File: config.mk
export PLATFORM = sky130hd
export DESIGN_NAME = jk_cmd_sequencer
export DESIGN_NICKNAME = d
export VERILOG_FILES = /design/src/rtl/jk_cmd_sequencer.sv
export SDC_FILE = /design/constraint.sdc
export NUM_CORES = 1
export LEC_CHECK = 0
export ABC_CLOCK_PERIOD_IN_PS = 2250
export CAP_MARGIN = 10
export CORE_MARGIN = 3
export CORE_UTILIZATION = 45
export DETAILED_ROUTE_END_ITERATION = 8
export DONT_BUFFER_PORTS = 1
export PLACE_DENSITY = 0.62
export REMOVE_ABC_BUFFERS = 1
export SYNTH_ARGS = -nofsm -noshare
export SYNTH_HDL_FRONTEND = slang
export SYNTH_SLANG_ARGS = --single-unit
File: constraint.sdc
create_clock -name clk -period 2.25 [get_ports clk]
set_input_delay 0.45 -clock clk [delete_from_list [all_inputs] [get_ports clk]]
set_output_delay 0.45 -clock clk [all_outputs]
set_load 0.01 [all_outputs]
File: src/rtl/jk_cmd_sequencer.sv
// JK command sequencer: buffers {J,K,repeat} commands in a small FIFO and drives J/K for repeat+1 cycles each.
// Defining JK_SEQ_STATS_EN adds the cmd_count and ovf_seen statistics outputs.
module jk_cmd_sequencer #(
  parameter int DEPTH = 4,
  parameter int RPT_W = 4
) (
  input  logic             clk,
  input  logic             rst,
  input  logic             cmd_valid,
  output logic             cmd_ready,
  input  logic [1:0]       cmd_jk,
  input  logic [RPT_W-1:0] cmd_rpt,
  output logic             J,
  output logic             K,
  output logic             busy,
`ifdef JK_SEQ_STATS_EN
  output logic [15:0]      cmd_count,
  output logic             ovf_seen,
`endif
  output logic             done
);

  localparam int PTR_W = (DEPTH > 1) ? $clog2(DEPTH) : 1;
  localparam int CNT_W = PTR_W + 1;
  localparam int ENT_W = RPT_W + 2;
  localparam logic [CNT_W-1:0] FULL_CNT = CNT_W'(DEPTH);
  localparam logic [CNT_W-1:0] CNT_ONE  = CNT_W'(1);
  localparam logic [PTR_W-1:0] PTR_ONE  = PTR_W'(1);
  localparam logic [RPT_W-1:0] RPT_ONE  = RPT_W'(1);
  localparam logic [RPT_W-1:0] RPT_ZERO = '0;

  typedef enum logic {IDLE, ISSUE} state_t;

  state_t           state_q, state_d;
  logic [ENT_W-1:0] mem [DEPTH];
  logic [PTR_W-1:0] wr_ptr, rd_ptr;
  logic [CNT_W-1:0] occ;
  logic [RPT_W-1:0] cnt_q;
  logic [ENT_W-1:0] head;
  logic             full, empty, push, pop, dec, clr, done_d;

  assign full      = (occ == FULL_CNT);
  assign empty     = (occ == '0);
  assign cmd_ready = !full;
  assign push      = cmd_valid && !full;
  assign head      = mem[rd_ptr];
  assign busy      = (state_q == ISSUE);

  // FIFO storage: data only, never reset
  always_ff @(posedge clk) begin
    if (push) mem[wr_ptr] <= {cmd_jk, cmd_rpt};
  end

  // FIFO control: pop is decided from the occupancy held before this edge
  always_ff @(posedge clk) begin
    if (rst) begin
      wr_ptr <= '0;
      rd_ptr <= '0;
      occ    <= '0;
    end else begin
      if (push) wr_ptr <= wr_ptr + PTR_ONE;
      if (pop)  rd_ptr <= rd_ptr + PTR_ONE;
      case ({push, pop})
        2'b10:   occ <= occ + CNT_ONE;
        2'b01:   occ <= occ - CNT_ONE;
        default: occ <= occ;
      endcase
    end
  end

  always_comb begin
    state_d = state_q;
    pop     = 1'b0;
    dec     = 1'b0;
    clr     = 1'b0;
    done_d  = 1'b0;
    case (state_q)
      IDLE: begin
        if (!empty) begin
          pop     = 1'b1;
          state_d = ISSUE;
        end
      end
      ISSUE: begin
        if (cnt_q != RPT_ZERO) begin
          dec = 1'b1;
        end else if (!empty) begin
          pop = 1'b1;
        end else begin
          clr     = 1'b1;
          done_d  = 1'b1;
          state_d = IDLE;
        end
      end
      default: state_d = IDLE;
    endcase
  end

  // Output stage: J/K and the hold counter load together from the FIFO head
  always_ff @(posedge clk) begin
    if (rst) begin
      state_q <= IDLE;
      J       <= 1'b0;
      K       <= 1'b0;
      cnt_q   <= '0;
      done    <= 1'b0;
    end else begin
      state_q <= state_d;
      done    <= done_d;
      if (pop) begin
        J     <= head[ENT_W-1];
        K     <= head[ENT_W-2];
        cnt_q <= head[RPT_W-1:0];
      end else if (dec) begin
        cnt_q <= cnt_q - RPT_ONE;
      end else if (clr) begin
        J <= 1'b0;
        K <= 1'b0;
      end
    end
  end

`ifdef JK_SEQ_STATS_EN
  // A command completes on the ISSUE cycle whose hold counter has reached zero
  always_ff @(posedge clk) begin
    if (rst) begin
      cmd_count <= '0;
      ovf_seen  <= 1'b0;
    end else begin
      if (busy && (cnt_q == RPT_ZERO)) cmd_count <= cmd_count + 16'd1;
      if (cmd_valid && !cmd_ready)     ovf_seen  <= 1'b1;
    end
  end
`endif

endmodule

==> reports/results.ini <==
[logic_synthesis]
yosys.area_share.simple = 0.0984
synth_top_family_by_area = simple AND/OR/NAND/NOR gates
synth.area.mux_share = 0.0845
synth-compound-area-share = 0.0773
syn_avg_cell_area_sq_um = 13.7
synth_xor_area_frac = 0.0255
ys_seq_area_frac = 0.618
yosysWarnings = 0
synth_seq_cells = 41
syn_inst = 125
ys_types = 35
synthAdderAreaFrac = 0.0627
netlist_area_sq_um = 1720

[floorplanning]
rows = 21
io-pin-count = 14
start_util = 0.491
die_area_sq_um = 4590
coreArea_sq_um = 3490
die_y_um = 67.8
die_w_um = 67.8

[worst_setup_path]
crit_path_max_fanout = 2
crit_type = reg -> reg
required_ns = 2.49
critPathMaxStageDelay_ns = 0.39
cp_data_arrival_time_ns = 2.54
path_cells = inv_2, ha_1, or3b_4, a21oi_4, ha_4, inv_1, fa_2, xor2_1, or3_1, a21oi_2
slowest_stage = or3b_4
cp.buffers_inverters = 2
cp-start-kind = register
crit_family = simple AND/OR/NAND/NOR gates
r2r_setup_slack_ns = -0.06
endpoint_kind = register

[layout]
fillCellCount = 284
final_cell_mix = 24 x edfxtp_1, 16 x dfxtp_1, 14 x buf_4
drive_above_1_share = 0.280
final-seq-area_sq_um = 1060
antenna_cells = 0
layout_commonest_cell = edfxtp_1
area_growth_pct = 14.9
nets = 159
multi_input_area_sq_um = 617
fin_cells = 189

[status]
violations = setup timing
status = complete, but fails checks

[clocking]
cts_max_path_buffers = 2
cts.htree.levels = 2
cts_tree = done
cts.clk_slew.worst_paths_ns = 0.08
cts_sinks = 41
cts-root-buf = clkbuf_8
numCtsBuffers = 5
clk_latency_ns = 0.30

[timing]
setup_viol = 1
slew_viol_final = 0
fmax_ghz = 0.433
whs_ns = 0.208
finalWorstSetupSlack_ns = -0.0576
fin_skew_ns = 0.00583
tightest_slew_ns = 0.414
finalHoldViolCount = 0
slew_headroom = 0.723
period_needed_ns = 2.31
fin_crit_sh = 1.03
rsz0062_at_grt = true

[min_path]
hold_path.class = in -> reg

[placed_design]
dp_hpwl_mm = 2.08
place.gp.congestion = 0.789
numPortBuffers = 0
placed_cells = 180

[route]
via_per_inst = 5.35
ant_nets = 0
drc = 0
routedWlPerCell_um = 15.4
vias = 1012
dr.pass1.iters = 4
routed_wl_mm = 2.91
drt-initial-drc-count = 77

[grt]
antenna_found_initial = 0
first_global_vias = 1023
grt_usage = 0.153
grt_max_degree = 17
grt-ovfl-total = 0
grt_pass1_wl_mm = 4.78

[flow_run]
drv_cap = 0

[pwr]
power_density_nw_per_um2 = 1230
p_leak_uw = 0.000706
ir_drop_mv = 0.632
finalPower_uw = 2420

[kinds of logic after synthesis]
family | Yosys count
muxes | 7
and+or+nand+nor | 31
adders and majority gates | 8
buffers and inverters | 14
DFF | 41
AOI/OAI and AO/OA | 19
xor gates and xnor gates | 5
[sequential cells by signal, indices dropped and copies added, names as in the netlist, named ones only]
register / count
occ: 3
cnt_q: 4
K: 1
done: 1
rd_ptr: 2
wr_ptr: 2
J: 1
busy: 1
mem: 24
[final timing paths]
| path | start | endpoint | cells after the start |
|---|---|---|---|
| setup / recovery | cnt_q[0] | occ[2] | 10 |
| hold / removal | rst | occ[2] | 1 |
| setup reg to reg | cnt_q[0] | occ[2] | 10 |
| hold reg to reg | wr_ptr[1] | wr_ptr[1] | 2 |
[cell type report]
type | instances | area share
multi-input cells | 70 | 0.313
repair buffers | 14 | 0.0533
well taps | 46 | 0.0292
inverters | 10 | 0.0190
flip-flops and latches | 41 | 0.538
clock buffers | 5 | 0.0349
clock inverters | 3 | 0.0127
[timing repair]
| item | in CTS | in global routing |
|---|---|---|
| gates resized for setup | 2 | 5 |
| buffers inserted | 1 | 0 |
| pin swaps | 3 | 3 |
| endpoints found under the setup margin | 1 | 2 |
| hold buffers | 0 | 0 |
[worst reg2reg max path: stages, from the launching register on]
cell and delay, ns:
dfxtp_2 0.33, inv_2 0.05, ha_1 0.14, or3b_4 0.39, a21oi_4 0.20, ha_4 0.15
inv_1 0.05, fa_2 0.34, xor2_1 0.15, or3_1 0.33, a21oi_2 0.12
[stage by stage]
stage                     setup slack [ns]   util  TNS, ns  area, sq um
after CTS                          -0.0445  0.560  -0.0445         1960
after global placement             -0.0144  0.530  -0.0144         1850
after floorplan                     -0.132      -   -0.132         1700
final                              -0.0576  0.565  -0.0576         1970
after global routing                -0.161  0.565   -0.175         1970
after detailed placement           -0.0819  0.530  -0.0819         1850
[synthesized netlist by cell type]
library cell,count,area share
or3b_4,1,0.0066
buf_2,1,0.0029
and2_4,1,0.0051
nor2_1,11,0.024
or3_1,2,0.0073
o211ai_1,1,0.0044
a22oi_1,2,0.0087
edfxtp_1,24,0.42
a221oi_1,1,0.0051
a21oi_4,1,0.0095
a211oi_1,2,0.0087
inv_1,9,0.020
a21oi_2,1,0.0051
o21ai_0,3,0.0087
or3b_1,1,0.0051
ha_1,7,0.051
mux4_2,6,0.079
dfxtp_1,17,0.20
fa_1,1,0.012
inv_2,1,0.0022
nor3_1,4,0.012
nor3b_2,1,0.0073
a31oi_1,1,0.0036
clkbuf_1,2,0.0044
nand2_1,4,0.0087
xor2_1,3,0.015
o22ai_1,1,0.0036
a32oi_1,1,0.0051
buf_4,1,0.0044
nor4_1,1,0.0036
nand3b_1,1,0.0044
and3_1,4,0.015
a21oi_1,5,0.015
xnor2_1,2,0.010
mux2i_1,1,0.0058
[report_power, final]
group	total (uW)	internal [uW]	switching, uW	leakage [uW]
Clock	492	224	268	0.0000447
Combinational	864	441	424	0.000301
Sequential	1060	943	121	0.000360
Total	2420	1610	813	0.000706
[layer usage]
layer / track usage / wire length (um) / share of wire
met1: 0.175 / 1160 / 0.40
met2: 0.252 / 1500 / 0.52
met3: 0.0483 / 183 / 0.063
met4: 0.0835 / 66 / 0.023
met5: 0 / 0 / 0
No activity file was read; power rests on OpenSTA's default activity.
